===== src/rtl/branch_predictor_pht.sv =====
// Pattern-history-table branch predictor.
// A table of saturating counters is indexed by PC (bimodal) or by PC XOR
// global history (gshare). Lookups answer one cycle later. Resolved
// branches train the table and shift the non-speculative history.
// After reset a sweep fills every entry with weakly-not-taken before
// normal operation begins.
module branch_predictor_pht #(
    parameter int INDEX_BITS = 6,
    parameter int CTR_BITS   = 2,
    parameter int GHR_BITS   = 6,
    parameter int GSHARE     = 1,
    parameter int PC_BITS    = 32
) (
    input  logic                clk,
    input  logic                rst,
    input  logic                lookup_valid,
    input  logic [PC_BITS-1:0]  lookup_pc,
    output logic                pred_valid,
    output logic                pred_taken,
    input  logic                upd_valid,
    input  logic [PC_BITS-1:0]  upd_pc,
    input  logic                upd_taken,
    input  logic                upd_mispredict,
    output logic                init_busy,
    output logic [GHR_BITS-1:0] ghr,
    output logic [15:0]         mispredict_count
);

    localparam int DEPTH = 1 << INDEX_BITS;

    localparam logic [CTR_BITS-1:0]   CTR_MAX  = '1;
    localparam logic [CTR_BITS-1:0]   CTR_WNT  = {1'b0, {(CTR_BITS-1){1'b1}}};
    localparam logic [INDEX_BITS-1:0] PTR_LAST = '1;
    localparam logic [15:0]           CNT_MAX  = 16'hFFFF;

    typedef enum logic [0:0] {
        ST_INIT = 1'b0,
        ST_RUN  = 1'b1
    } state_t;

    // Table index: PC word bits, optionally folded with zero-extended history.
    function automatic logic [INDEX_BITS-1:0] index_f(
        input logic [INDEX_BITS-1:0] pc_bits,
        input logic [GHR_BITS-1:0]   hist
    );
        logic [INDEX_BITS-1:0] hist_ext;
        hist_ext = '0;
        hist_ext[GHR_BITS-1:0] = hist;
        if (GSHARE != 0) begin
            index_f = pc_bits ^ hist_ext;
        end else begin
            index_f = pc_bits;
        end
    endfunction

    // Saturating up/down step of one prediction counter.
    function automatic logic [CTR_BITS-1:0] ctr_next_f(
        input logic [CTR_BITS-1:0] ctr,
        input logic                taken
    );
        if (taken) begin
            if (ctr == CTR_MAX) begin
                ctr_next_f = ctr;
            end else begin
                ctr_next_f = ctr + CTR_BITS'(1);
            end
        end else begin
            if (ctr == '0) begin
                ctr_next_f = ctr;
            end else begin
                ctr_next_f = ctr - CTR_BITS'(1);
            end
        end
    endfunction

    state_t                state_r;
    state_t                state_s;
    logic [INDEX_BITS-1:0] ptr_r;
    logic [CTR_BITS-1:0]   table_r [DEPTH];

    logic                  pred_valid_r;
    logic                  pred_taken_r;
    logic                  init_busy_r;
    logic [GHR_BITS-1:0]   ghr_r;
    logic [15:0]           miss_cnt_r;

    logic [INDEX_BITS-1:0] lookup_idx_s;
    logic [INDEX_BITS-1:0] upd_idx_s;
    logic [CTR_BITS-1:0]   lookup_ctr_s;
    logic [CTR_BITS-1:0]   upd_ctr_s;
    logic [GHR_BITS:0]     ghr_shift_s;
    logic [GHR_BITS-1:0]   ghr_next_s;

    logic                  wr_en_s;
    logic [INDEX_BITS-1:0] wr_idx_s;
    logic [CTR_BITS-1:0]   wr_data_s;

    logic                  unused_pc_bits_s;

    // Both indices use the history as it stood before this cycle's shift.
    assign lookup_idx_s = index_f(lookup_pc[INDEX_BITS+1:2], ghr_r);
    assign upd_idx_s    = index_f(upd_pc[INDEX_BITS+1:2], ghr_r);
    assign lookup_ctr_s = table_r[lookup_idx_s];
    assign upd_ctr_s    = table_r[upd_idx_s];

    // Oldest history bit falls off the top, newest outcome enters at bit 0.
    assign ghr_shift_s  = {ghr_r, upd_taken};
    assign ghr_next_s   = ghr_shift_s[GHR_BITS-1:0];

    assign unused_pc_bits_s = ^{lookup_pc[PC_BITS-1:INDEX_BITS+2], lookup_pc[1:0],
                                upd_pc[PC_BITS-1:INDEX_BITS+2], upd_pc[1:0]};

    assign pred_valid       = pred_valid_r;
    assign pred_taken       = pred_taken_r;
    assign init_busy        = init_busy_r;
    assign ghr              = ghr_r;
    assign mispredict_count = miss_cnt_r;

    // Next state and write-port arbitration: the sweep owns the port in INIT.
    always_comb begin
        state_s   = state_r;
        wr_en_s   = 1'b0;
        wr_idx_s  = ptr_r;
        wr_data_s = CTR_WNT;
        case (state_r)
            ST_INIT: begin
                wr_en_s   = 1'b1;
                wr_idx_s  = ptr_r;
                wr_data_s = CTR_WNT;
                if (ptr_r == PTR_LAST) begin
                    state_s = ST_RUN;
                end else begin
                    state_s = ST_INIT;
                end
            end
            ST_RUN: begin
                state_s = ST_RUN;
                if (upd_valid) begin
                    wr_en_s   = 1'b1;
                    wr_idx_s  = upd_idx_s;
                    wr_data_s = ctr_next_f(upd_ctr_s, upd_taken);
                end else begin
                    wr_en_s   = 1'b0;
                    wr_idx_s  = ptr_r;
                    wr_data_s = CTR_WNT;
                end
            end
            default: begin
                state_s = ST_INIT;
            end
        endcase
    end

    // Table write port; contents are only trusted after the sweep completes.
    always_ff @(posedge clk) begin
        if (wr_en_s) begin
            table_r[wr_idx_s] <= wr_data_s;
        end
    end

    // Control state, prediction response, history and mispredict counter.
    always_ff @(posedge clk or posedge rst) begin
        if (rst) begin
            state_r      <= ST_INIT;
            ptr_r        <= '0;
            pred_valid_r <= 1'b0;
            pred_taken_r <= 1'b0;
            init_busy_r  <= 1'b1;
            ghr_r        <= '0;
            miss_cnt_r   <= 16'h0000;
        end else begin
            state_r      <= state_s;
            init_busy_r  <= (state_s == ST_INIT);
            if (state_r == ST_INIT) begin
                ptr_r <= ptr_r + INDEX_BITS'(1);
            end
            pred_valid_r <= lookup_valid;
            // Lookups during the sweep answer not-taken; the table read here
            // sees the value before any write at this same edge.
            pred_taken_r <= lookup_valid && (state_r == ST_RUN) && lookup_ctr_s[CTR_BITS-1];
            if ((state_r == ST_RUN) && upd_valid) begin
                ghr_r <= ghr_next_s;
                if (upd_mispredict && (miss_cnt_r != CNT_MAX)) begin
                    miss_cnt_r <= miss_cnt_r + 16'd1;
                end
            end
        end
    end

endmodule


===== config.mk =====
export PLATFORM = sky130hd
export DESIGN_NAME = branch_predictor_pht
export DESIGN_NICKNAME = d
export VERILOG_FILES = /design/src/rtl/branch_predictor_pht.sv
export SDC_FILE = /design/constraint.sdc
export NUM_CORES = 1
export LEC_CHECK = 0
export ABC_CLOCK_PERIOD_IN_PS = 7700
export BUFFER_PORTS_ARGS = -buffer_cell sky130_fd_sc_hd__buf_2
export CORE_MARGIN = 8
export CORE_UTILIZATION = 50
export CTS_BUF_LIST = sky130_fd_sc_hd__clkbuf_4 sky130_fd_sc_hd__clkbuf_8
export DETAILED_ROUTE_END_ITERATION = 16
export GPL_TIMING_DRIVEN = 0
export PLACE_DENSITY = 0.77
export SLEW_MARGIN = 20
export SYNTH_ARGS = -nofsm -noshare
export SYNTH_HDL_FRONTEND = slang
export SYNTH_SLANG_ARGS = --single-unit

===== constraint.sdc =====
create_clock -name clk -period 7.7 [get_ports clk]
set_input_delay 0.77 -clock clk [delete_from_list [all_inputs] [get_ports clk]]
set_output_delay 0.77 -clock clk [all_outputs]
set_load 0.05 [all_outputs]

==> results by group <==
CTS
  – Clk slew on worst S/H paths: 0.09 ns
  – H-tree depth: 4
  – Deepest clock path buffer count: 2
  – CTS tree: built
  – Hold_buf cts: 0
  – Clock sinks: between 150 and 200
  – Root Buffer: clkbuf_8
  – Num CTS Buffers: 17
  – Worst-Skew Late Latency: 0.45 ns
  – Post-CTS Resized: 0
  – Setup repair bufs after CTS: 0

Critical path
  – CP arrival: 4.82 ns
  – Crit. End Element: register
  – Worst path required time: 7.99 ns
  – Maximum fanout along the worst path: 24
  – Reg2reg setup slack: 3.17 ns
  – R2r worst-path depth: 12
  – WS Path Type: reg2reg
  – Setup crit start kind: register

Timing
  – Fin crit share: 58.8%
  – TNS Setup: 0 ns
  – Final setup vio count: 0
  – Endpoints failing hold: 0
  – Unrepaired setup endpoints after global routing: false
  – Final Hold Slack: 0.404 ns
  – Final setup margin: ~3.2 ns
  – Final min period: about 4.5 ns
  – Slew Viols, Final: 0
  – Max-slew headroom: 26.1%
  – Slew @ Worst Pin: roughly 1.1 ns
  – Clock Skew: slightly below 0.01 ns
  – Achievable frequency: around 220 MHz

Placed design
  – Placed cells: 705
  – Pre-CTS setup slack: around 2.9 ns
  – Final GP Congestion: 0.895
  – Post-Place Cell Area: 7820 µm²
  – I/O Buffers: 42
  – DP HPWL: 11900 µm

Logic synthesis
  – Cell variety after synth: 40
  – EDFF count, synth: 128
  – YS warnings: 0
  – Yosys top cell by area: edfxtp_1
  – Async S/R FF share, synth: 20.0%
  – Gate Count Post-Synth: about 480
  – Top_reg_cell synth: edfxtp_1
  – Syn avg cell area: 15.3 µm²
  – Synthesized Nets: 548
  – Synthesized flop and latch total: 160
  – Share of the synthesized area in the top cell type: 52.7%
  – Synth top area cells: edfxtp_1 (53%), mux4_2 (15%), dfrtp_1 (11%)
  – Seq/Total Area, Yosys: a little under two thirds
  – Netlist Area Pre-Place: 7290 µm²

GRT
  – Initial antenna violation count: 0
  – Overall overflow remaining after global route: 0
  – Vias in the first global route: 4580
  – Gr usage total: 18.8%
  – Largest net degree at the start of global routing: 34
  – First-pass GRT wire length: 25700 µm

Cells and area
  – Most frequent cells in the layout: edfxtp_1 (128), nor2_1 (72), mux4_2 (50), nand2_1 (46), buf_2 (42)
  – Design Area, Final: 8180 µm²
  – Synthesis-to-finish area growth: 12.2%
  – Final non-filler cell total: 736
  – Antenna cell count: 0
  – Share of cells above drive strength 1: around a quarter
  – Commonest non-fill, non-tap cell in the layout: edfxtp_1
  – Final net count: 612

Routing
  – DRC viols: 0
  – WL final: 16900 µm
  – DR WL/cell: 23.0 µm
  – Initial DRC Count: 626
  – Post-route ant nets: 0
  – Routed vias/inst: 6.34
  – First-pass DRT Iterations: 6
  – Vias: 4666

Pwr
  – Power Dens Cells: about 190 nW/µm²
  – Leak Pwr: 2.54 nW
  – Peak supply drop: 0.116 mV

Floorplan
  – Core area: 14400 µm²
  – Die Y: 137 µm
  – Die area: 18700 µm²
  – FP Rows: 44
  – # IOs: 95
  – Die X: between 100 and 150 µm
  – Initial Util: 50.7%

Hold path
  – HP Class: in2async

Run status
  – Status: completed

Run
  – Max Cap Viol: 0
cell families after synthesis:
family / after synthesis / share of synthesized area, %
buffers and inverters: 26 / 1.77
AOI/OAI and AO/OA: 44 / 4.15
adders and majority gates: 2 / 0.343
DFF: 160 / 63.7
muxes: 56 / 17.0
xor gates and xnor gates: 34 / 4.08
and+or+nand+nor: 154 / 8.97
cell type report:
type	instances	area [µm²]
multi-input cells	290	2550
flip-flops and latches	160	4650
plain buffers	19	103
inverters	7	26.3
clock inverters	12	110
clock buffers	19	249
fillers	1085	6190
well taps	184	230
repair buffers	45	268
report_power, final:
| part | switching (W) | internal [W] |
|---|---|---|
| registers | 0.0000000539 | 0.000921 |
| clock network | 0.000305 | 0.000262 |
| logic | 0.0000419 | 0.0000246 |
registers in the layout, summed over array words and instances, names as in the netlist:
register and flops:
state_r 1, pred_taken 1, init_busy 1, ptr_r 6, ghr 6, pred_valid 1, mispredict_count 16, table_r 128
metal layers:
layer	share of wire (%)	up-vias	track usage [%]
li1	-	1959	-
met1	38	2333	24.3
met2	47	321	29.1
met3	12	53	5.98
met4	2.9	0	7.08
met5	0	-	0
path summary, 6_finish.rpt:
path                                     startpoint                  end
worst max-delay path                         ghr[1]        table_r[1][0]
worst min-delay path                            rst               ghr[3]
worst max register to register               ghr[1]        table_r[1][0]
worst min register to register  mispredict_count[7]  mispredict_count[7]
max in group asynchronous                       rst  mispredict_count[6]
min in group clk                       lookup_valid           pred_valid
synthesized netlist by cell type (2+ instances only):
master and instances:
and3_1 2, a21oi_1 8, a211oi_1 3, o21ai_0 5
nand4_1 4, and2_1 6, dfrtp_1 31, buf_6 4
clkbuf_1 13, mux4_1 3, o31ai_1 3, o31a_1 3
ha_1 2, xor2_1 13, mux4_2 50, a22oi_1 16
nand2b_1 3, mux2_2 2, nor2_1 72, nand2_1 46
edfxtp_1 128, or3_1 2, inv_1 7, xnor2_1 21
nand3_1 14
per-stage QoR:
step,util (%),power (W)
3_5_place_dp,54.4,0.00101
5_1_grt,56.9,0.00160
6_report,56.9,0.00156
4_1_cts,56.9,0.00156
3_3_place_gp,53.8,0.00100
2_1_floorplan,-,0.000983
worst max-delay path: stages (launching register included):
cell and delay [ns]:
dfrtp_1 0.39, clkbuf_2 0.16, xor2_1 0.69, clkbuf_1 0.70, mux4_2 0.42, a22oi_1 0.33
nand2_1 0.11, a211oi_1 0.33, or2_1 0.18, a21oi_1 0.10, o21ai_4 0.50, buf_8 0.25
buf_8 0.19
(Power assumes the default switching activity.)
